==> src/rtl/alu_result_stage_pkg.sv <==
// Shared definitions for the ALU result stage: NZCV flag layout and
// ARM-style condition-code encodings, reused by the issue stage.
package alu_result_stage_pkg;

    // Architectural flags packed as {N, Z, C, V}
    typedef logic [3:0] nzcv_t;

    localparam int unsigned FLAG_N = 3;
    localparam int unsigned FLAG_Z = 2;
    localparam int unsigned FLAG_C = 1;
    localparam int unsigned FLAG_V = 0;

    localparam logic [3:0] COND_EQ = 4'b0000;
    localparam logic [3:0] COND_NE = 4'b0001;
    localparam logic [3:0] COND_CS = 4'b0010;
    localparam logic [3:0] COND_CC = 4'b0011;
    localparam logic [3:0] COND_MI = 4'b0100;
    localparam logic [3:0] COND_PL = 4'b0101;
    localparam logic [3:0] COND_VS = 4'b0110;
    localparam logic [3:0] COND_VC = 4'b0111;
    localparam logic [3:0] COND_HI = 4'b1000;
    localparam logic [3:0] COND_LS = 4'b1001;
    localparam logic [3:0] COND_GE = 4'b1010;
    localparam logic [3:0] COND_LT = 4'b1011;
    localparam logic [3:0] COND_GT = 4'b1100;
    localparam logic [3:0] COND_LE = 4'b1101;
    localparam logic [3:0] COND_AL = 4'b1110;
    localparam logic [3:0] COND_NV = 4'b1111;

    // Build an NZCV value from its four individual flags
    function automatic nzcv_t make_nzcv(input logic n, input logic z,
                                        input logic c, input logic v);
        nzcv_t f;
        f         = '0;
        f[FLAG_N] = n;
        f[FLAG_Z] = z;
        f[FLAG_C] = c;
        f[FLAG_V] = v;
        return f;
    endfunction

endpackage

==> src/rtl/alu_result_stage_cond_eval.sv <==
// Pure combinational condition-code evaluator: NZCV + 4-bit code -> pass.
module alu_result_stage_cond_eval
    import alu_result_stage_pkg::*;
(
    input  logic [3:0] nzcv_i,
    input  logic [3:0] cond_i,
    output logic       pass_o
);

    logic n;
    logic z;
    logic c;
    logic v;

    assign n = nzcv_i[FLAG_N];
    assign z = nzcv_i[FLAG_Z];
    assign c = nzcv_i[FLAG_C];
    assign v = nzcv_i[FLAG_V];

    // Decode the condition against the supplied flags
    always_comb begin
        pass_o = 1'b0;
        unique case (cond_i)
            COND_EQ: pass_o = z;
            COND_NE: pass_o = ~z;
            COND_CS: pass_o = c;
            COND_CC: pass_o = ~c;
            COND_MI: pass_o = n;
            COND_PL: pass_o = ~n;
            COND_VS: pass_o = v;
            COND_VC: pass_o = ~v;
            COND_HI: pass_o = c & ~z;
            COND_LS: pass_o = ~c | z;
            COND_GE: pass_o = (n == v);
            COND_LT: pass_o = (n != v);
            COND_GT: pass_o = ~z & (n == v);
            COND_LE: pass_o = z | (n != v);
            COND_AL: pass_o = 1'b1;
            COND_NV: pass_o = 1'b0;
            default: pass_o = 1'b0;
        endcase
    end

endmodule

==> src/rtl/alu_result_stage.sv <==
// ALU result stage: 2-entry skid buffer carrying {result, dest tag}, NZCV
// flag register committed on accept, and condition evaluation for issue.
// Optional build macro ALU_FLAGS_BYPASS_EN: cond_pass sees the flags being
// committed this cycle instead of waiting for them to land in flags_nzcv.
module alu_result_stage
    import alu_result_stage_pkg::*;
#(
    parameter int unsigned DATA_W = 32,
    parameter int unsigned DEST_W = 4
) (
    input  logic              clk,
    input  logic              rst_n,
    input  logic              in_valid,
    output logic              in_ready,
    input  logic [DATA_W-1:0] in_data,
    input  logic              in_carry,
    input  logic              in_overflow,
    input  logic              in_set_flags,
    input  logic [DEST_W-1:0] in_dest,
    output logic              out_valid,
    input  logic              out_ready,
    output logic [DATA_W-1:0] out_data,
    output logic [DEST_W-1:0] out_dest,
    output logic [3:0]        flags_nzcv,
    input  logic [3:0]        cond_code,
    output logic              cond_pass
);

    logic [1:0]        count_q, count_d;
    logic [DATA_W-1:0] head_data_q, head_data_d;
    logic [DEST_W-1:0] head_dest_q, head_dest_d;
    logic [DATA_W-1:0] tail_data_q, tail_data_d;
    logic [DEST_W-1:0] tail_dest_q, tail_dest_d;
    nzcv_t             flags_q, flags_d;

    logic  accept;
    logic  deliver;
    nzcv_t new_flags;
    nzcv_t eval_flags;

    // Ready depends only on registered occupancy, never on out_ready
    assign in_ready   = (count_q != 2'd2);
    assign out_valid  = (count_q != 2'd0);
    assign out_data   = head_data_q;
    assign out_dest   = head_dest_q;
    assign flags_nzcv = flags_q;

    assign accept    = in_valid & in_ready;
    assign deliver   = out_valid & out_ready;
    assign new_flags = make_nzcv(in_data[DATA_W-1], (in_data == '0), in_carry, in_overflow);

    // Skid-buffer next state: head is always the oldest beat
    always_comb begin
        count_d     = count_q;
        head_data_d = head_data_q;
        head_dest_d = head_dest_q;
        tail_data_d = tail_data_q;
        tail_dest_d = tail_dest_q;

        if (deliver) begin
            if (count_q == 2'd2) begin
                head_data_d = tail_data_q;
                head_dest_d = tail_dest_q;
                if (accept) begin
                    tail_data_d = in_data;
                    tail_dest_d = in_dest;
                end
            end else if (accept) begin
                // count 1: head leaves, incoming beat becomes the new head
                head_data_d = in_data;
                head_dest_d = in_dest;
            end
            if (!accept) begin
                count_d = count_q - 2'd1;
            end
        end else if (accept) begin
            if (count_q == 2'd0) begin
                head_data_d = in_data;
                head_dest_d = in_dest;
            end else begin
                tail_data_d = in_data;
                tail_dest_d = in_dest;
            end
            count_d = count_q + 2'd1;
        end
    end

    // Flags commit when a set-flags beat is accepted, independent of delivery
    always_comb begin
        flags_d = flags_q;
        if (accept && in_set_flags) begin
            flags_d = new_flags;
        end
    end

    // Flags used for condition evaluation
    always_comb begin
`ifdef ALU_FLAGS_BYPASS_EN
        eval_flags = (accept && in_set_flags) ? new_flags : flags_q;
`else
        eval_flags = flags_q;
`endif
    end

    // State registers with asynchronous active-low reset
    always_ff @(posedge clk or negedge rst_n) begin
        if (!rst_n) begin
            count_q     <= 2'd0;
            head_data_q <= '0;
            head_dest_q <= '0;
            tail_data_q <= '0;
            tail_dest_q <= '0;
            flags_q     <= '0;
        end else begin
            count_q     <= count_d;
            head_data_q <= head_data_d;
            head_dest_q <= head_dest_d;
            tail_data_q <= tail_data_d;
            tail_dest_q <= tail_dest_d;
            flags_q     <= flags_d;
        end
    end

    alu_result_stage_cond_eval u_cond_eval (
        .nzcv_i (eval_flags),
        .cond_i (cond_code),
        .pass_o (cond_pass)
    );

endmodule

==> config.mk <==
export PLATFORM = sky130hd
export DESIGN_NAME = alu_result_stage
export DESIGN_NICKNAME = d
export VERILOG_FILES = /design/src/rtl/alu_result_stage_pkg.sv /design/src/rtl/alu_result_stage_cond_eval.sv /design/src/rtl/alu_result_stage.sv
export SDC_FILE = /design/constraint.sdc
export NUM_CORES = 1
export LEC_CHECK = 0
export ABC_CLOCK_PERIOD_IN_PS = 3500
export BUFFER_PORTS_ARGS = -buffer_cell sky130_fd_sc_hd__buf_2
export CAP_MARGIN = 0
export CORE_MARGIN = 8
export CORE_UTILIZATION = 55
export DETAILED_ROUTE_END_ITERATION = 8
export PLACE_DENSITY = 0.88
export SLEW_MARGIN = 20
export SYNTH_ARGS = -nofsm -noshare
export SYNTH_HDL_FRONTEND = slang
export SYNTH_SLANG_ARGS = --single-unit
==> constraint.sdc <==
create_clock -name clk -period 3.5 [get_ports clk]
set_input_delay 0.525 -clock clk [delete_from_list [all_inputs] [get_ports clk]]
set_output_delay 0.525 -clock clk [all_outputs]
set_load 0.005 [all_outputs]
==> Word-level counts from Yosys, hierarchy flattened <==
Cells that the tools add are included.
Widths: inputs -> output; s select.
{ "word_totals": {"ff_bits": 78, "inputBits": 47, "output_inout_bits": 43, "elab_cells": 74} }
{ "classes": {"addsub": 2, "eq_ne": 23, "muxes": 22, "n_bitwise": 10, "reduce_logical": 11} }
{ "ops": {"columns": ["op", "n"], "rows": [
  ["$mux 32", 9],
  ["$mux 4", 9],
  ["$eq 4x4->1 const B", 8],
  ["$logic_not 32->1", 1],
  ["$eq 4x3->1 const B", 4],
  ["$pmux 1 s16", 1],
  ["$eq 4x2->1 const B", 2],
  ["$ne 2x2->1 const B", 4],
  ["$reduce_bool 2->1", 4],
  ["$mux 2", 3],
  ["$and 1x1->1", 4],
  ["$eq 4x1->1 const B", 1],
  ["$logic_not 4->1", 1],
  ["$not 1->1", 4],
  ["$reduce_and 4->1", 1],
  ["$reduce_and 3->1", 1],
  ["$add 2x1->2 const B", 1],
  ["$eq 2x2->1 const B", 1],
  ["$logic_not 2->1", 1],
  ["$ne 2x1->1 const B", 1],
  ["$or 1x1->1", 2],
  ["$reduce_and 2->1", 1],
  ["$sub 2x1->2 const B", 1],
  ["$eq 1x1->1", 1],
  ["2 further kinds", 2]
]} }

==> Logic depth before layout (Yosys ltp) <==
{ "logic_depth": {"depth_word": 5, "ltp_mapped": 7, "depth_no_buf": 6} }

==> By module <==
From an unflattened synthesis, not the netlist that was laid out.
{ "hier_totals": {"hier_cells": 254, "hier_area_um2": 3792.4} }
{ "modules_own_cells": {"columns": ["module", "n_inst", "cells_each", "area_per_inst_um2", "seq_area_each_um2"], "rows": [
  ["alu_result_stage", 1, 231, 3637.2, 1951.9],
  ["alu_result_stage_cond_eval", 1, 23, 155.1, 0.0]
]} }

==> Least setup slack after synthesis <==
OpenSTA, ideal clock, no wires.
{ "synth_timing": {"path_type": "in2reg", "from": "input port out_ready", "to": "register tail_data_q[10]", "setup_time_ns": 0.125, "arrival_ns": 1.784, "t_required_ns": 3.375, "setup_slack_ns": 1.591, "path_stages": 7, "n_path_buf": 3, "cell_sequence": "buf_2 -> nand2_1 -> ha_1 -> nor3b_1 -> buf_2 -> buf_4 -> mux2_2"} }
{ "synth_between": {"elab_chain_len": 3, "word_cells_on_any_way": 6, "cone_classes": "eq/ne: 2; mux: 1; bitwise: 1; reduce/logical: 2"} }
{ "synth_lines": {"columns": ["item", "line_no", "rtl"], "rows": [
  ["start: declaration", "alu_result_stage.sv:21", "input logic out_ready,"],
  ["$and 1x1->1 (*)", "alu_result_stage.sv:49", "assign deliver = out_valid & out_ready;"],
  ["$ne 2x1->1 (no source line), or another cell as far along", null, null],
  ["$reduce_and 4->1 (no source line)", null, null],
  ["end signal: assignment", "alu_result_stage.sv:118", "tail_data_q <= tail_data_d;"],
  ["end: declaration", "alu_result_stage.sv:32", "logic [DATA_W-1:0] tail_data_q, tail_data_d;"]
]} }
Every way passes the cells marked *; elsewhere a longest branch is shown, timed or not.
A chain may end at the register's enable or synchronous reset.

==> Worst setup path after layout <==
{ "layout_timing": {"from": "register flags_q[3], in the netlist flags_nzcv[3]", "to": "output port cond_pass"} }
{ "layout_between": {"elab_chain_len": 3, "word_cells_on_any_way": 6, "cone_classes": "eq/ne: 2; mux: 1; bitwise: 3"} }
{ "layout_lines": {"columns": ["item", "line_no", "rtl"], "rows": [
  ["start: declaration", "alu_result_stage.sv:34", "nzcv_t flags_q, flags_d;"],
  ["start signal: assignment", "alu_result_stage.sv:120", "flags_q <= flags_d;"],
  ["$ne 1x1->1 / $eq 1x1->1 (equally long branches)", null, null],
  ["$or 1x1->1 / $and 1x1->1 (equally long branches)", "alu_result_stage_cond_eval.sv:37, alu_result_stage_cond_eval.sv:36", null],
  ["$pmux 1 s16 (*)", "alu_result_stage_cond_eval.sv:23", "unique case (cond_i)"],
  ["end: declaration", "alu_result_stage.sv:26", "output logic cond_pass"]
]} }
Marked as above.

==> load_flow_metrics.sql <==
INSERT INTO impl_metrics (metric_group, metric, value, unit) VALUES
('pwr', 'comb_power_share', '36.5', '%'),
('global_route', 'antenna_found_initial', '0', ''),
('worst_setup_path', 'crit_chain', 'mux4_2 -> inv_1 -> o32ai_1 -> xor2_1 -> buf_2', ''),
('timing', 'setup_repair_after_global_routing_missed_its_margin', 'false', ''),
('timing', 'timing.final.setup_violations', '0', ''),
('drt', 'detailedRoute.firstPassIterationCount', '4', ''),
('global_route', 'grt_pass1_wl', '12100', 'um'),
('finish', 'antennaDiodeCount', '0', ''),
('pwr', 'cellInternalPower', '2.74', 'mW'),
('drt', 'vias_per_cell', '5.39', ''),
('run', 'cap_violations', '0', ''),
('timing', 'max_freq', '0.451', 'GHz'),
('worst_setup_path', 'timing.rr.start', 'count_q[1]$_DFFE_PN0P_', ''),
('cts', 'cts.sinks', '78', ''),
('global_route', 'grt_max_degree', '79', ''),
('synthesis', 'cell_count_after_synthesis', '243', ''),
('worst_setup_path', 'critical_path_depth', '5', ''),
('worst_setup_path', 'timing_worst_setup_path_type', 'flip-flop to primary output', ''),
('finish', 'syn_to_final_growth', '17.9', '%'),
('drt', 'remaining_drc_errors', '0', ''),
('cts', 'post_cts_resize_count', '0', ''),
('drt', 'finalWirelength', '7300', 'um'),
('floorplanning', 'placement_rows', '30', ''),
('cts', 'tritoncts.num_buffers', '9', ''),
('pwr', 'sw_frac_of_total', '28.3', '%'),
('global_route', 'globalRoute.totalOverflow', '0', ''),
('worst_setup_path', 'critical_path.max_stage_delay', '0.48', 'ns'),
('cts', 'cts_buffer_depth', '2', ''),
('cts', 'clk_root_buffer_cell', 'sky130_fd_sc_hd__clkbuf_8', ''),
('place', 'placement.io_buffers', '89', ''),
('worst_setup_path', 'rr_endpoint', 'out_data[0]$_DFFE_PN0P_', ''),
('floorplanning', 'die_w', '99.3', 'um'),
('timing', 'finalMaxSlewViolations', '0', ''),
('timing', 'hold-worst-slack', '0.320', 'ns'),
('timing', 'clock_skew', '0.0112', 'ns'),
('worst_setup_path', 'cp_top_family', 'multiplexers', ''),
('timing', 'setup_tns', '0', 'ns'),
('drt', 'ant_nets', '0', ''),
('pwr', 'pwr_density_cell', '850', 'nW/um^2'),
('floorplanning', 'dieArea', '9860', 'um^2'),
('pwr', 'switchingPower', '1.08', 'mW'),
('timing', 'final_critical_path_time_including_i_o_delays_and_setup', '2.22', 'ns'),
('timing', 'worstMarginPinSlew', '0.950', 'ns'),
('pwr', 'cell_leakage_power', '2.20', 'nW'),
('drt', 'drt_iter0_drc', '43', ''),
('floorplanning', 'start_util', '56.5', '%'),
('floorplanning', 'io_pins', '90', ''),
('cts', 'holdBufCountCts', '0', ''),
('worst_setup_path', 'critical_path_peak_fanout', '4', ''),
('place', 'half_perimeter_wire_length_after_detailed_placement', '5310', 'um'),
('synthesis', 'post_synthesis_instance_area', '3820', 'um^2'),
('global_route', 'global_route.usage.total', '15.6', '%'),
('pwr', 'worst_ir_drop_vdd', '591', 'uV'),
('timing', 'max_slew_margin', '36.7', '%'),
('place', 'place.gp.congestion', '0.722', ''),
('status', 'run_status', 'finished, final reports clean', ''),
('cts', 'worst_skew_pair.late_latency', '0.35', 'ns'),
('worst_setup_path', 'crit_required', '2.97', 'ns'),
('worst_setup_path', 'r2r_cells', '5', ''),
('pwr', 'seq_power_share', '42.2', '%'),
('worst_setup_path', 'critPathArrivalTime', '1.69', 'ns'),
('hold_path', 'worst_hold_path_type', 'input pin to asynchronous set/reset pin', ''),
('timing', 'finalHoldViolCount', '0', ''),
('drt', 'vias', '2255', ''),
('cts', 'worst_setup_hold_path_clk_slew', '0.07', 'ns'),
('cts', 'cts_tree', 'done', ''),
('worst_setup_path', 'r2r_slack', '1.36', 'ns'),
('cts', 'htree_levels', '3', ''),
('synthesis', 'yosys_warnings', '0', ''),
('synthesis', 'ys_dominant_reg_cell', 'sky130_fd_sc_hd__dfrtp_1', ''),
('finish', 'finish.net_count', '381', '');
## layout by cell type, fill, tap and decap left out, types with 2 or more instances in the layout
| cell type | n |
|---|---|
| sky130_fd_sc_hd__mux2_2 | 61 |
| sky130_fd_sc_hd__bufinv_16 | 3 |
| sky130_fd_sc_hd__nor4_1 | 8 |
| sky130_fd_sc_hd__nand2_1 | 7 |
| sky130_fd_sc_hd__clkbuf_8 | 10 |
| sky130_fd_sc_hd__buf_4 | 4 |
| sky130_fd_sc_hd__buf_2 | 88 |
| sky130_fd_sc_hd__xor2_1 | 2 |
| sky130_fd_sc_hd__dfrtp_1 | 78 |
| sky130_fd_sc_hd__mux2_4 | 50 |
| sky130_fd_sc_hd__nand4_1 | 2 |
## layer usage
metal	global-route usage [%]	vias up	part of all wire, %
met5	0	-	0
met4	9.90	0	3.9
met3	4.26	21	4.7
met2	25.4	55	50
met1	17.7	1115	42
li1	-	1064	-
## cell families after synthesis
family	synth area share (%)
xor gates and xnor gates	0.689
AOI/OAI and AO/OA	1.18
buffers and inverters	4.00
and+or+nand+nor	4.13
adders and majority gates	0.328
DFF	51.1
muxes	38.5
## final cells by class
type | instances | area, um^2 | share of cell area [%]
Clock buffer | 11 | 141 | 3.14
Clock inverter | 5 | 106 | 2.36
Multi-Input combinational cell | 151 | 1720 | 38.3
Timing Repair Buffer | 92 | 470 | 10.5
Tap cell | 80 | 100 | 2.23
Sequential cell | 78 | 1950 | 43.4
Inverter | 1 | 3.75 | 0.0834
## cells in the mapped netlist, types with 2 or more instances
master,n,area [um^2]
sky130_fd_sc_hd__nand4_1,2,12.5
sky130_fd_sc_hd__dfrtp_1,78,1950
sky130_fd_sc_hd__nor3b_1,2,15.0
sky130_fd_sc_hd__nand2b_1,2,12.5
sky130_fd_sc_hd__xor2_1,2,17.5
sky130_fd_sc_hd__mux2_4,50,751
sky130_fd_sc_hd__buf_4,3,22.5
sky130_fd_sc_hd__mux2_2,61,687
sky130_fd_sc_hd__nor4_1,8,50.1
sky130_fd_sc_hd__buf_6,5,56.3
sky130_fd_sc_hd__buf_12,3,60.1
sky130_fd_sc_hd__buf_2,2,10.0
sky130_fd_sc_hd__nand2_1,7,26.3
## through the flow
stage          utilization (%)  instances  area [um^2]  power (mW)  setup WS [ns]
6_report                  66.6        418         4500        3.82           1.28
5_1_grt                   66.6        418         4500        4.06           1.15
4_1_cts                   66.5        418         4490        3.88           1.02
3_5_place_dp              62.8        402         4250        3.06           1.02
3_3_place_gp              62.8        402         4250        2.97           1.12
2_1_floorplan                -        243         3820        2.62           1.59
## state kept, by name (all words and copies together), names as in the netlist
signal and count:
flags_nzcv 4, tail_dest_q 4, out_dest 4, count_q 2, tail_data_q 32, out_data 32
## power groups by stage
stage	clock network [mW]	registers, mW	logic, mW
floorplan	0	1.59	1.02
finish	0.815	1.61	1.40
global placement	0	1.60	1.37
detailed placement	0	1.63	1.43
CTS	0.835	1.62	1.43
global route	0.869	1.68	1.51
## how the worst max path moves through the flow
stage	slack (ns)	to
after global routing	1.15	cond_pass
after detailed placement	1.02	out_data[0]$_DFFE_PN0P_
after global placement	1.12	out_data[18]$_DFFE_PN0P_
after CTS	1.02	out_data[0]$_DFFE_PN0P_
final	1.28	cond_pass
after floorplan	1.59	tail_data_q[10]$_DFFE_PN0P_
Power figures use the tool's default switching activity.
